[src/rtl/serial_subtractor.sv]
// Bit-serial subtractor: D = A - B - Bin, one bit per clock, LSB first.
// A single full-subtractor cell plus a borrow flop does the arithmetic.
// Start/busy/done handshake. The result is copied to D/Bout only when the
// last bit completes, so D/Bout never show partial values.
module serial_subtractor #(
    parameter int WIDTH = 8
) (
    input  logic             clk,
    input  logic             rst,
    input  logic             start,
    input  logic [WIDTH-1:0] A,
    input  logic [WIDTH-1:0] B,
    input  logic             Bin,
    output logic             busy,
    output logic             done,
    output logic [WIDTH-1:0] D,
    output logic             Bout
);

    // One extra bit so the counter can never wrap before reaching WIDTH-1.
    localparam int CW = $clog2(WIDTH) + 1;

    typedef enum logic [1:0] {
        IDLE  = 2'd0,
        SHIFT = 2'd1,
        DONE  = 2'd2
    } state_t;

    state_t           state_reg, state_next;
    logic [WIDTH-1:0] sa_reg, sb_reg, sr_reg, d_reg;
    logic             br_reg, bout_reg;
    logic [CW-1:0]    cnt_reg;

    logic             a0, b0, d_bit, br_next, last_bit;
    logic [WIDTH-1:0] sr_shifted;

    // Full-subtractor cell on the current LSBs and the running borrow.
    assign a0       = sa_reg[0];
    assign b0       = sb_reg[0];
    assign d_bit    = a0 ^ b0 ^ br_reg;
    assign br_next  = (~a0 & b0) | (~(a0 ^ b0) & br_reg);
    assign last_bit = (cnt_reg == CW'(WIDTH - 1));

    // Result register shifted right with the new difference bit at the MSB.
    genvar gi;
    generate
        for (gi = 0; gi < WIDTH - 1; gi++) begin : g_sr_shift
            assign sr_shifted[gi] = sr_reg[gi+1];
        end
    endgenerate
    assign sr_shifted[WIDTH-1] = d_bit;

    // State register.
    always_ff @(posedge clk) begin
        if (rst) begin
            state_reg <= IDLE;
        end else begin
            state_reg <= state_next;
        end
    end

    // Next-state logic and handshake outputs decoded from the state.
    always_comb begin
        state_next = state_reg;
        busy       = 1'b0;
        done       = 1'b0;
        case (state_reg)
            IDLE: begin
                if (start) begin
                    state_next = SHIFT;
                end
            end
            SHIFT: begin
                busy = 1'b1;
                if (last_bit) begin
                    state_next = DONE;
                end
            end
            DONE: begin
                done       = 1'b1;
                state_next = IDLE;
            end
            default: begin
                state_next = IDLE;
            end
        endcase
    end

    // Operand capture, bit-serial datapath and result publication.
    always_ff @(posedge clk) begin
        if (rst) begin
            sa_reg   <= '0;
            sb_reg   <= '0;
            sr_reg   <= '0;
            br_reg   <= 1'b0;
            cnt_reg  <= '0;
            d_reg    <= '0;
            bout_reg <= 1'b0;
        end else begin
            case (state_reg)
                IDLE: begin
                    if (start) begin
                        sa_reg  <= A;
                        sb_reg  <= B;
                        br_reg  <= Bin;
                        cnt_reg <= '0;
                    end
                end
                SHIFT: begin
                    sa_reg  <= {1'b0, sa_reg[WIDTH-1:1]};
                    sb_reg  <= {1'b0, sb_reg[WIDTH-1:1]};
                    sr_reg  <= sr_shifted;
                    br_reg  <= br_next;
                    cnt_reg <= cnt_reg + CW'(1);
                    // Publish the completed result as the FSM enters DONE.
                    if (last_bit) begin
                        d_reg    <= sr_shifted;
                        bout_reg <= br_next;
                    end
                end
                default: begin
                end
            endcase
        end
    end

    assign D    = d_reg;
    assign Bout = bout_reg;

endmodule
[config.mk]
export PLATFORM = sky130hd
export DESIGN_NAME = serial_subtractor
export DESIGN_NICKNAME = d
export VERILOG_FILES = /design/src/rtl/serial_subtractor.sv
export SDC_FILE = /design/constraint.sdc
export NUM_CORES = 1
export LEC_CHECK = 0
export BUFFER_PORTS_ARGS = -buffer_cell sky130_fd_sc_hd__buf_4
export CELL_PAD_IN_SITES_DETAIL_PLACEMENT = 1
export CELL_PAD_IN_SITES_GLOBAL_PLACEMENT = 1
export CORE_UTILIZATION = 41
export DETAILED_ROUTE_END_ITERATION = 10
export GPL_TIMING_DRIVEN = 0
export HOLD_SLACK_MARGIN = 0.03
export PLACE_DENSITY_LB_ADDON = 0.1
export SLEW_MARGIN = 20
export SYNTH_ARGS = -nofsm -noshare
export SYNTH_HDL_FRONTEND = slang
export SYNTH_SLANG_ARGS = --single-unit
[constraint.sdc]
create_clock -name clk -period 1.65 [get_ports clk]
set_clock_uncertainty 0.1 [all_clocks]
set_input_delay 0.165 -clock clk [delete_from_list [all_inputs] [get_ports clk]]
set_output_delay 0.165 -clock clk [all_outputs]
set_load 0.1 [all_outputs]
==> metrics.cfg, run 1 <==
[setup_path]
cpMostUsedCell=buf_6
cp_slowest_cell=dfxtp_1
worstPathCellList=buf_6, nand2b_4, inv_4, buf_6, buf_12
cpPeakStageDelay_ns=0.33
critPathMaxFanout=10
path_class=register to primary output
critPathArrivalTime_ns=1.30
rrSetupSlack_ns=0.09
start_kind=register
crit_path_end_kind=primary output
cp.required_ns=1.38

[yosys]
seq_area_frac_synth_pct=46.4
ys_seq_elements=39
synth-main-ff-cell=dfxtp_1
netlist_area_mm2=0.00168
yosys-top-cells-area=dfxtp_1, a211oi_1, nor2_1
async_flop_share_pct=0
synthDistinctLibCells=32
yosys-top-cells-count=dfxtp_1, nor2_1, a21oi_1, nand2_1, a211oi_1
synth_area_leader_cell=dfxtp_1
synthCells=186
synth_warnings=0
synth.most_common_cell=dfxtp_1
syn_avg_cell_area_um2=9.05
post-synth-top-area-fraction_pct=46.4
synth_edf_count=0
synth_nets=208

[drt]
routedWlPerCell_um=17.1
drc_errors=0
num_vias=1518
ant_nets=0
first_pass_iters=4
dr.first_iter.drc_count=51
via_per_inst=5.56
totalWireLength_um=4680

[cells_and_area]
layout-drive-gt1-share_pct=28.4
n_antenna_cell=0
syn_to_final_growth_pct=27.1
final_cells=273
layout.nets=246
fin_util_pct=56.3

[cts]
htree_levels=2
clkTransAtPathRegs_ns=0.08
clk_latency_ns=0.29
cts_buffers=5
cts.sinks=39
clockBufferDepth=2
tritoncts=yes
cts-root-buf=clkbuf_8

[die]
start_util_pct=44.3
pin_count=31
std_cell_rows=22
die_x_um=66.1
die_area_mm2=0.00436
core_mm2=0.00380
fp.dieH_um=66.1

[grt]
grt_max_degree=13
grt_pass1_vias=1566
grt_usage_pct=23.6
antenna_found_initial=0
grt_pass1_wl_um=7470
grt-ovfl-total=0

[power_and_ir_drop]
irDropWorstVdd_mv=0.470
p_per_area_mw_per_mm2=982
p_leak_nw=0.844
power_mw=2.10

[min_path]
worst_hold_path_type=input pin to register

[timing]
fin_crit_ns=1.57
fmax_ghz=0.638
fin_crit_sh_pct=94.9
setup_violations=0
rsz0062_at_grt=false
hold_violations=0
finalHoldWorstSlack_ns=0.0758
worstMarginPinSlew_ns=0.560
tns_ns=0
maxSlewHeadroom_pct=62.5
drv_slew=0

[flow_run]
cap_violations=0

[run_status]
status=completed

[placement]
hpwl_um=3210
place_congestion=0.760
port_buffers=29
dp.cells=263

-- where the power goes --
| group | switching, mW | internal [mW] | leakage (nW) | total (mW) |
|---|---|---|---|---|
| sequential | 0.0351 | 0.997 | 0.320 | 1.03 |
| clock | 0.336 | 0.380 | 0.0505 | 0.716 |
| combinational | 0.203 | 0.150 | 0.474 | 0.353 |
-- layer usage --
layer | GRT usage [%] | up-vias | wire length, µm
li1 | - | 734 | -
met1 | 27.2 | 739 | 2070
met2 | 40.6 | 36 | 2340
met3 | 5.86 | 9 | 178
met4 | 11.2 | 0 | 87
met5 | 0 | - | 0
-- per-stage QoR --
| stage | worst slack [ns] | instance area (µm²) |
|---|---|---|
| 2_1_floorplan | 0.141 | 1690 |
| 3_3_place_gp | 0.0794 | 1970 |
| 3_5_place_dp | 0.0494 | 1970 |
| 4_1_cts | 0.0299 | 2120 |
| 5_1_grt | 0.00430 | 2140 |
| 6_report | 0.0837 | 2140 |
-- worst paths after layout --
path                            cells after the start                       from                      end
worst max-delay path                                5  state_reg[0]$_SDFFE_PP0P_                     busy
worst min-delay path                                3                       A[5]   sa_reg[5]$_SDFFE_PP0P_
worst min register to register                      1    cnt_reg[0]$_SDFFE_PP0P_  cnt_reg[0]$_SDFFE_PP0P_
worst max register to register                      4  state_reg[0]$_SDFFE_PP0P_   sb_reg[1]$_SDFFE_PP0P_
-- timing repair --
action / 4_1_cts / 5_1_grt
cloned: 0 / 0
endpoints found under the hold margin: 2 / 0
setup endpoints to repair: 2 / 5
hold buffers: 2 / 0
buffers inserted: 1 / 0
gates resized for setup: 7 / 5
-- critical path, delay by kind of cell (launching register included) --
family                 cells  cell delay [ns]
buffers and inverters      4             0.60
DFF                        1             0.33
and+or+nand+nor            1             0.08
-- cell usage in the layout, fill, tap and decap left out, types with 2 or more instances in the layout --
master and n:
a211oi_1 14, a21bo_2 8, a21oi_1 17, a221o_1 3
a22o_1 3, and2_1 4, buf_2 3, buf_4 30
buf_6 6, clkbuf_1 4, clkbuf_8 7, clkinvlp_4 2
dfxtp_1 37, dfxtp_2 2, dlygate4sd3_1 2, inv_1 3
nand2_1 17, nand2b_1 3, nand3_1 10, nor2_1 23
o22ai_1 3, o2bb2ai_1 8
-- kinds of logic after synthesis --
logic type | Yosys count | share of synthesized area [%]
compound gates | 60 | 26.5
fa+ha+maj | 2 | 1.93
buf+inv | 20 | 6.77
flops | 39 | 46.4
simple gates | 65 | 18.4
-- area by class of cell --
| cell class | instances | area, µm² |
|---|---|---|
| fillers | 448 | 1660 |
| multi-input cells | 127 | 805 |
| flip-flops and latches | 39 | 783 |
| repair buffers | 32 | 262 |
| plain buffers | 14 | 101 |
| clock buffers | 7 | 96.3 |
| well taps | 48 | 60.1 |
| inverters | 5 | 25.0 |
| clock inverters | 1 | 7.51 |
Note: power is estimated with default switching activity, not from simulation.
==> run 2, diff against run 1 <==
--- a/config.mk
+++ b/config.mk
@@ -8,7 +8,7 @@
 export BUFFER_PORTS_ARGS = -buffer_cell sky130_fd_sc_hd__buf_4
 export CELL_PAD_IN_SITES_DETAIL_PLACEMENT = 1
 export CELL_PAD_IN_SITES_GLOBAL_PLACEMENT = 1
-export CORE_UTILIZATION = 41
+export CORE_UTILIZATION = 37
 export DETAILED_ROUTE_END_ITERATION = 10
 export GPL_TIMING_DRIVEN = 0
 export HOLD_SLACK_MARGIN = 0.03
==> constraint.sdc (replaced) <==
create_clock -name clk -period 1.4 [get_ports clk]
set_clock_uncertainty 0.1 [all_clocks]
set_input_delay 0.14 -clock clk [delete_from_list [all_inputs] [get_ports clk]]
set_output_delay 0.14 -clock clk [all_outputs]
set_load 0.1 [all_outputs]
==> run 2 against run 1 <==
The run now ends with setup timing left. Count of clock-buffer cells in the layout is 1 lower. First-iteration DRC count up 27%. Sequential cell count stayed put. Worst hold slack got worse by 0.012 ns. Critical endpoint is now state_reg[0]$_SDFFE_PP0P_. Non-clock buffer count is 17 higher. Combinational power rose by 43%. Die area rose by 10%.
==> metrics.cfg, run 2 (synthesis results as in run 1) <==
[timing]
fmax_ghz=0.704
maxSlewHeadroom_pct=57.0
fin_crit_sh_pct=101
worstMarginPinSlew_ns=0.645
hold_violations=0
setup_violations=3
rsz0062_at_grt=true
setup_ws_ns=-0.0208
drv_slew=0
fin_crit_ns=1.42

[cts]
clockBufferDepth=2
cts_buffers=5
clkTransAtPathRegs_ns=0.07
htree_levels=2
tritoncts=yes
cts-root-buf=clkbuf_8
cts.sinks=39
clk_latency_ns=0.29

[setup_path]
worstPathCellList=ha_4, and3b_1, buf_6, buf_8, nor3_4, or2_1
path_class=register to register
critPathMaxFanout=6
reg2reg_from=cnt_reg[1]$_SDFFE_PP0P_
cp.required_ns=1.48
cp_num_buf_inv=2
cp_slowest_cell=dfxtp_2
rr_worst_depth=6
critPathArrivalTime_ns=1.50
path_delay_family=simple AND/OR/NAND/NOR gates
start_kind=register
crit_path_end_kind=register
cpPeakStageDelay_ns=0.36
startpoint=cnt_reg[1]$_SDFFE_PP0P_
cp.depth=6

[die]
std_cell_rows=24
die_area_mm2=0.00482
pin_count=31
start_util_pct=38.6
die_x_um=69.4
fp.dieH_um=69.4
core_mm2=0.00435

[drt]
drc_errors=0
totalWireLength_um=4760
dr.first_iter.drc_count=65
first_pass_iters=4
ant_nets=0
routedWlPerCell_um=16.3
num_vias=1524
via_per_inst=5.22

[min_path]
min_from=B[5]
worst_hold_path_type=input pin to register
holdPathStages=3

[grt]
antenna_found_initial=0
grt_usage_pct=20.2
grt_max_degree=11
grt-ovfl-total=0
grt_pass1_vias=1617
grt_pass1_wl_um=7600

[power_and_ir_drop]
pwr-share-comb_pct=20.8
p_seq_share_pct=50.1
irDropWorstVdd_mv=0.563
p_sw_mw=0.679
p_sw_share_pct=28.0
p_leak_nw=0.960
intPower_mw=1.75
p_clk_share_pct=29.1
p_per_area_mw_per_mm2=999

[cells_and_area]
regArea_um2=798
layout-drive-gt1-share_pct=43.8
final_common_cell=buf_4
syn_to_final_growth_pct=44.2
layout.nets=263
n_antenna_cell=0
n_fill_cell=490
multi_input_area_um2=908
design_area_mm2=0.00243
layout_common_cells=buf_4, dfxtp_1, nor2_1, nand2_1, a211oi_1

[placement]
port_buffers=29
dpl_cell_area_mm2=0.00199
place_ws_ns=-0.194
place_congestion=0.755
hpwl_um=3060

[run_status]
failed_checks=setup timing
status=finished with violations

[flow_run]
cap_violations=0

-- run 2: cell types whose count changed in the layout (fill, tap and decap cells not counted), sizes merged --
cell / previous run / this run
inv: 4 / 5
clkinvlp: 2 / 0
buf: 40 / 56
-- run 2: power by group through the flow --
stage               logic (mW)  registers (mW)  clock network (mW)
floorplan                0.270            1.23                   0
global placement         0.373            1.24                   0
detailed placement       0.388            1.24                   0
CTS                      0.456            1.21               0.729
global route             0.550            1.22               0.776
finish                   0.505            1.22               0.704
-- run 2: cell type report --
class                           instances  share of cell area (%)
Inverter                                5                    1.08
Sequential cell                        39                    32.9
Clock buffer                            6                    2.99
Tap cell                               52                    2.68
Multi-Input combinational cell        127                    37.4
Timing Repair Buffer                   48                    17.1
Buffer                                 15                    5.78
-- run 2: timing repair --
| action | CTS | global route |
|---|---|---|
| hold buffers | 2 | 0 |
| setup buffers | 9 | 6 |
| cloned | 2 | 0 |
| pin swaps | 7 | 15 |
| setup endpoints to repair | 24 | 20 |
| resized for setup | 33 | 21 |
| endpoints found under the hold margin | 2 | 0 |
-- run 2: final timing paths --
check,to,slack [ns]
setup reg to reg,state_reg[0]$_SDFFE_PP0P_,-0.02
hold reg to reg,sr_reg[2]$_SDFFE_PP0P_,0.38
hold / removal,sb_reg[5]$_SDFFE_PP0P_,0.06
setup / recovery,state_reg[0]$_SDFFE_PP0P_,-0.02
-- run 2: stage by stage --
step,setup TNS (ns),util [%],hold WS [ns],total power [mW],std cells
after global routing,-0.430,55.7,0.0542,2.55,292
final,-0.0517,55.7,0.0641,2.42,292
after CTS,-0.172,52.7,0.0577,2.40,286
after floorplan,-0.0351,-,0.166,1.50,186
after detailed placement,-1.25,45.6,0.262,1.63,267
after global placement,-0.734,45.6,0.255,1.61,267
-- run 2: worst reg2reg max path, stage by stage, from the launching register on --
cell     delay [ns]
dfxtp_2        0.36
ha_4           0.13
and3b_1        0.16
buf_6          0.16
buf_8          0.14
nor3_4         0.04
or2_1          0.23
-- run 2: per-layer routing --
| metal | vias to the layer above | GRT usage (%) | routed length (µm) |
|---|---|---|---|
| met2 | 31 | 37.8 | 2520 |
| met3 | 7 | 4.94 | 150 |
| met4 | 0 | 6.35 | 63 |
| li1 | 767 | - | - |
| met5 | - | 0 | 0 |
| met1 | 719 | 22.3 | 2020 |
